$ cat config.mk
export PLATFORM = sky130hd
export DESIGN_NAME = wb_dsp_bus_master
export DESIGN_NICKNAME = d
export VERILOG_FILES = /design/src/rtl/wb_dsp_bus_master_pkg.sv /design/src/rtl/wb_dsp_bus_master.sv
export SDC_FILE = /design/constraint.sdc
export NUM_CORES = 1
export LEC_CHECK = 0
export CAP_MARGIN = 25
export CORE_UTILIZATION = 42
export CTS_CLUSTER_DIAMETER = 30
export CTS_CLUSTER_SIZE = 30
export DETAILED_ROUTE_END_ITERATION = 6
export PLACE_DENSITY = 0.8
export SLEW_MARGIN = 30
export SYNTH_ARGS = -nofsm -noshare
export SYNTH_HDL_FRONTEND = slang
export SYNTH_SLANG_ARGS = --single-unit
$ cat constraint.sdc
create_clock -name wb_clk -period 1.99 [get_ports wb_clk]
set_input_delay 0.199 -clock wb_clk [delete_from_list [all_inputs] [get_ports wb_clk]]
set_output_delay 0.199 -clock wb_clk [all_outputs]
set_load 0.05 [all_outputs]
$ cat src/rtl/wb_dsp_bus_master_pkg.sv
// Shared encodings for the DSP Wishbone bus master.
// FSM states, completion status codes and classic-cycle tags.
package wb_dsp_bus_master_pkg;

  typedef enum logic [1:0] {
    S_IDLE    = 2'b00,
    S_ACCESS  = 2'b01,
    S_BACKOFF = 2'b10
  } state_t;

  localparam logic [1:0] ST_OK      = 2'b00;
  localparam logic [1:0] ST_BUS_ERR = 2'b01;
  localparam logic [1:0] ST_RTY_EXH = 2'b10;
  localparam logic [1:0] ST_TIMEOUT = 2'b11;

  localparam logic [2:0] CTI_CLASSIC = 3'b000;
  localparam logic [1:0] BTE_LINEAR  = 2'b00;

endpackage

$ cat src/rtl/wb_dsp_bus_master.sv
// Wishbone B3 classic single-access master for the DSP core.
// One command in flight; handles ack/err/rty, retry backoff and timeout.
module wb_dsp_bus_master
  import wb_dsp_bus_master_pkg::*;
#(
  parameter int dw        = 32,
  parameter int aw        = 32,
  parameter int TIMEOUT   = 255,
  parameter int RETRY_MAX = 3,
  parameter int BACKOFF   = 2
) (
  input  logic          wb_clk,
  input  logic          wb_rst,
  output logic [aw-1:0] wb_adr_o,
  output logic [dw-1:0] wb_dat_o,
  output logic [3:0]    wb_sel_o,
  output logic          wb_we_o,
  output logic          wb_cyc_o,
  output logic          wb_stb_o,
  output logic [2:0]    wb_cti_o,
  output logic [1:0]    wb_bte_o,
  input  logic [dw-1:0] wb_dat_i,
  input  logic          wb_ack_i,
  input  logic          wb_err_i,
  input  logic          wb_rty_i,
  input  logic          cmd_start,
  input  logic [aw-1:0] cmd_adr,
  input  logic [dw-1:0] cmd_dat,
  input  logic [3:0]    cmd_sel,
  input  logic          cmd_we,
  output logic          cmd_busy,
  output logic          cmd_done,
  output logic [1:0]    cmd_status,
  output logic [dw-1:0] cmd_rdata
);

  localparam logic [7:0] TMO_LAST = 8'(TIMEOUT - 1);
  localparam logic [3:0] RTY_MAX  = 4'(RETRY_MAX);
  localparam logic [3:0] BO_LAST  = 4'(BACKOFF - 1);

  state_t state, state_n;

  logic [aw-1:0] adr_q;
  logic [dw-1:0] dat_q;
  logic [3:0]    sel_q;
  logic          we_q;
  logic [3:0]    rty_cnt, rty_cnt_n;
  logic [7:0]    tmo_cnt, tmo_cnt_n;
  logic [3:0]    bo_cnt, bo_cnt_n;
  logic          done_q, done_n;
  logic [1:0]    status_q, status_n;
  logic [dw-1:0] rdata_q, rdata_n;
  logic          latch;
  logic          access;

  always_ff @(posedge wb_clk) begin
    if (wb_rst) begin
      state    <= S_IDLE;
      adr_q    <= '0;
      dat_q    <= '0;
      sel_q    <= '0;
      we_q     <= 1'b0;
      rty_cnt  <= '0;
      tmo_cnt  <= '0;
      bo_cnt   <= '0;
      done_q   <= 1'b0;
      status_q <= ST_OK;
      rdata_q  <= '0;
    end else begin
      state    <= state_n;
      rty_cnt  <= rty_cnt_n;
      tmo_cnt  <= tmo_cnt_n;
      bo_cnt   <= bo_cnt_n;
      done_q   <= done_n;
      status_q <= status_n;
      rdata_q  <= rdata_n;
      if (latch) begin
        adr_q <= cmd_adr;
        dat_q <= cmd_dat;
        sel_q <= cmd_sel;
        we_q  <= cmd_we;
      end
    end
  end

  always_comb begin
    state_n   = state;
    rty_cnt_n = rty_cnt;
    tmo_cnt_n = tmo_cnt;
    bo_cnt_n  = bo_cnt;
    done_n    = 1'b0;
    status_n  = status_q;
    rdata_n   = rdata_q;
    latch     = 1'b0;
    unique case (state)
      S_IDLE: begin
        if (cmd_start) begin
          latch     = 1'b1;
          rty_cnt_n = '0;
          tmo_cnt_n = '0;
          state_n   = S_ACCESS;
        end
      end
      S_ACCESS: begin
        // Terminations resolve in fixed priority: err, ack, rty, timeout.
        if (wb_err_i) begin
          state_n  = S_IDLE;
          done_n   = 1'b1;
          status_n = ST_BUS_ERR;
        end else if (wb_ack_i) begin
          state_n  = S_IDLE;
          done_n   = 1'b1;
          status_n = ST_OK;
          if (!we_q) rdata_n = wb_dat_i;
        end else if (wb_rty_i) begin
          if (rty_cnt < RTY_MAX) begin
            rty_cnt_n = rty_cnt + 4'd1;
            bo_cnt_n  = '0;
            state_n   = S_BACKOFF;
          end else begin
            state_n  = S_IDLE;
            done_n   = 1'b1;
            status_n = ST_RTY_EXH;
          end
        end else if (TIMEOUT != 0 && tmo_cnt == TMO_LAST) begin
          state_n  = S_IDLE;
          done_n   = 1'b1;
          status_n = ST_TIMEOUT;
        end else begin
          tmo_cnt_n = tmo_cnt + 8'd1;
        end
      end
      S_BACKOFF: begin
        if (bo_cnt == BO_LAST) begin
          tmo_cnt_n = '0;
          state_n   = S_ACCESS;
        end else begin
          bo_cnt_n = bo_cnt + 4'd1;
        end
      end
      default: state_n = S_IDLE;
    endcase
  end

  assign access     = (state == S_ACCESS);
  assign wb_cyc_o   = access;
  assign wb_stb_o   = access;
  assign wb_we_o    = access & we_q;
  assign wb_adr_o   = access ? adr_q : '0;
  assign wb_dat_o   = access ? dat_q : '0;
  assign wb_sel_o   = access ? sel_q : '0;
  assign wb_cti_o   = CTI_CLASSIC;
  assign wb_bte_o   = BTE_LINEAR;
  assign cmd_busy   = (state != S_IDLE);
  assign cmd_done   = done_q;
  assign cmd_status = status_q;
  assign cmd_rdata  = rdata_q;

endmodule

==> summary.md, run 1 <==
| Metric | Value |
|---|---|
| Worst-Skew Late Latency | `0.41 ns` |
| Core Box Area | `11600 sq um` |
| Hold-fix buffers, CTS | `0` |
| Finished Core Util | `0.743` |
| Grt met2 use | `0.438` |
| Via Count | `5101` |
| Die Width | `112 microns` |
| Crit end category | `output port` |
| Footprint of the multi-input gates | `2380 sq um` |
| Syn Inst Count | `651` |
| Max Cap Viol | `0` |
| First-pass GRT wire length | `23800 microns` |
| Startpoint Class | `register` |
| Failing checks | `design-rule violations` |
| RSZ-0062 raised after global routing | `false` |
| Worst hold margin | `0.164 ns` |
| CTS tree | `built` |
| Synth cell types | `42` |
| Die height | `112 microns` |
| Status | `finished with violations` |
| Seq cells post-synth | `122` |
| GRT Util Overall | `0.240` |
| Final hold violations | `0` |
| CP arrival | `1.66 ns` |
| Length of the first detailed-routing pass in iterations | `7` |
| Share of the synthesized area in the top cell type | `0.484` |
| Worst EP required | `1.79 ns` |
| Initial Util | `0.437` |
| Hold Startpoint | `wb_rst` |
| Seq/Total Area, Yosys | `0.484` |
| Crit Path Class | `reg2out` |
| Area growth syn-to-layout | `70.1%` |
| Maximum vdd drop | `496 uV` |
| Post-route minimum period | `1.86 ns` |
| N_diodes | `0` |
| Synth warn | `0` |
| Routed len/inst | `14.6 microns` |
| Clock Path Buffers | `2` |
| Seq. cell area | `2440 sq um` |
| Number of buffers created by CTS | `17` |
| Most frequent cells after synthesis | `209 x nand2_1, 122 x dfxtp_1, 109 x a21oi_1` |
| GRT Max-Usage Layer | `met2` |
| Tcrit/Tclk final | `0.932` |
| Largest net degree at the start of global routing | `62` |
| Clock Skew | `0.00890 ns` |
| Initial antenna violation count | `0` |
| Top-count cell post-synth | `nand2_1` |
| Setup WS pre-CTS | `0.0565 ns` |
| Syn Area/Cell | `7.76 sq um` |
| Remaining DRCs | `9` |
| Relative slew margins | `0.639` |
| Worst Tran Pin Value | `0.537 ns` |
| Clock Pin Slew Worst Setup and Hold Paths | `0.05 ns` |
| Grt ovf | `0` |
| DRT iter0 DRCs | `296` |
| Layout cells sized above 1 | `0.146` |
| Fin nets | `967` |
| IO Port Bufs | `213` |
| Total number of H-tree levels | `4` |
| Post-Syn Area | `5050 sq um` |
| Dpl hpwl | `10400 microns` |
| Worst reg2reg startpoint | `tmo_cnt[0]` |
| Final Slew Violations | `0` |
| Setup TNS | `0 ns` |
| Post-synth EDFFs | `0` |
| Post-route setup slack | `0.134 ns` |
| Synth area leader | `dfxtp_1` |
| Pleak | `3.28 nW` |
| Antenna Violating Nets Remaining | `0` |
| Met1 usage | `0.249` |
| CP Launch Point | `state[1]` |
| # rows | `39` |
| Largest cells by area after synthesis | `dfxtp_1 48%, nand2_1 16%, a21oi_1 11%` |
| Ys flop type | `dfxtp_1` |
| Vias per Instance | `5.06` |
| PD cells | `729 nW/um^2` |
| Asr flop ratio synth | `0` |
| Final count of negative-setup-slack endpoints | `0` |
| Die Area | `12500 sq um` |
| Root Buffer | `clkbuf_16` |
| Hold WC Path Type | `in2reg` |
| Pwr Total | `0.00626 W` |
| Crit-path max FO | `26` |
| Placer congestion estimate | `0.798` |
| Vias in the first global route | `5117` |
| Clock sink total | `122` |
| FMAX | `0.539 GHz` |
| GR Layer Usage met3 | `0.0659` |
| Drt total wl | `14800 microns` |
| FILL cells | `833` |
| Top-level I/O count | `219` |
-- report_power, final --
group          internal [W]  leakage (nW)  switching (W)
logic              0.000469          2.03       0.000515
clock network       0.00169         0.256       0.000979
registers           0.00255         0.996      0.0000502
total               0.00471          3.28        0.00154
-- state kept, by name (all words and copies together) (netlist names) --
signal      count
state           2
sel_q           4
cmd_status      2
adr_q          32
cmd_done        1
dat_q          32
we_q            1
cmd_rdata      32
tmo_cnt         8
bo_cnt          4
rty_cnt         4
-- final timing paths --
path	to	slack, ns	cells after the start
min reg2reg	dat_q[23]	0.45	2
max reg2reg	cmd_status[1]	0.24	6
min	cmd_rdata[15]	0.16	2
max	wb_dat_o[2]	0.13	5
-- through the flow --
stage	instances	cell area, sq um
3_5_place_dp	973	8010
6_report	1008	8590
2_1_floorplan	655	5060
4_1_cts	1004	8540
5_1_grt	1008	8590
3_3_place_gp	973	8010
-- layout make-up --
class,count,area share
Multi-Input combinational cell,474,0.277
Timing Repair Buffer,231,0.354
Clock inverter,3,0.00175
Tap cell,143,0.0208
Clock buffer,26,0.0581
Inverter,9,0.00393
Sequential cell,122,0.285
-- placed cells by master (no fill, tap or decap), drive strengths merged, types with 2 or more instances in the layout --
cell             n
nor3b            6
ha               5
nand2b           2
nor2            11
nand2          209
a31oi            2
buf             90
and2            69
conb             5
clkbuf          27
nor3             6
or3b             2
nand3           11
dfxtp          122
nand4            3
o21ai            2
inv              9
or4              3
o211ai           9
clkdlybuf4s50  140
clkinv           3
nand3b           4
a21oi          109
o31ai            2
-- metal layers --
metal,share of wire,wire length [microns]
met5,0,0
met4,0.035,513
met3,0.056,833
met2,0.54,7900
met1,0.37,5510
-- critical path: stages, from the launching register on --
cell       delay, ns
dfxtp_2         0.39
nor2b_4         0.19
buf_4           0.15
clkbuf_16       0.18
and2_1          0.19
buf_12          0.15
-- what timing repair did --
action	4_1_cts	5_1_grt
hold endpoints to repair	0	0
buffers inserted	2	3
gates resized for setup	0	2
endpoints found under the setup margin	69	51
cloned	0	1
-- logic make-up (layout without fill, tap and decap cells) --
kind of cell	count (synthesis)	after routing	synth area share
AND/OR/NAND/NOR	333	333	0.309
AO/OA/AOI/OAI	128	128	0.138
flip-flops	122	122	0.484
buffers and inverters	59	269	0.0513
adder cells (fa/ha/maj)	5	5	0.0124
XOR/XNOR	2	2	0.00347
other	1	5	0.000743
multiplexers	1	1	0.00198
Note: power is estimated with default switching activity, not from simulation.
==> run 2: changes to the inputs <==
- CTS_CLUSTER_SIZE: 30 -> 8
- SLEW_MARGIN: 30 -> default
==> results of run 2 <==
The final DEF is identical to that of run 1; final timing and power are the same.
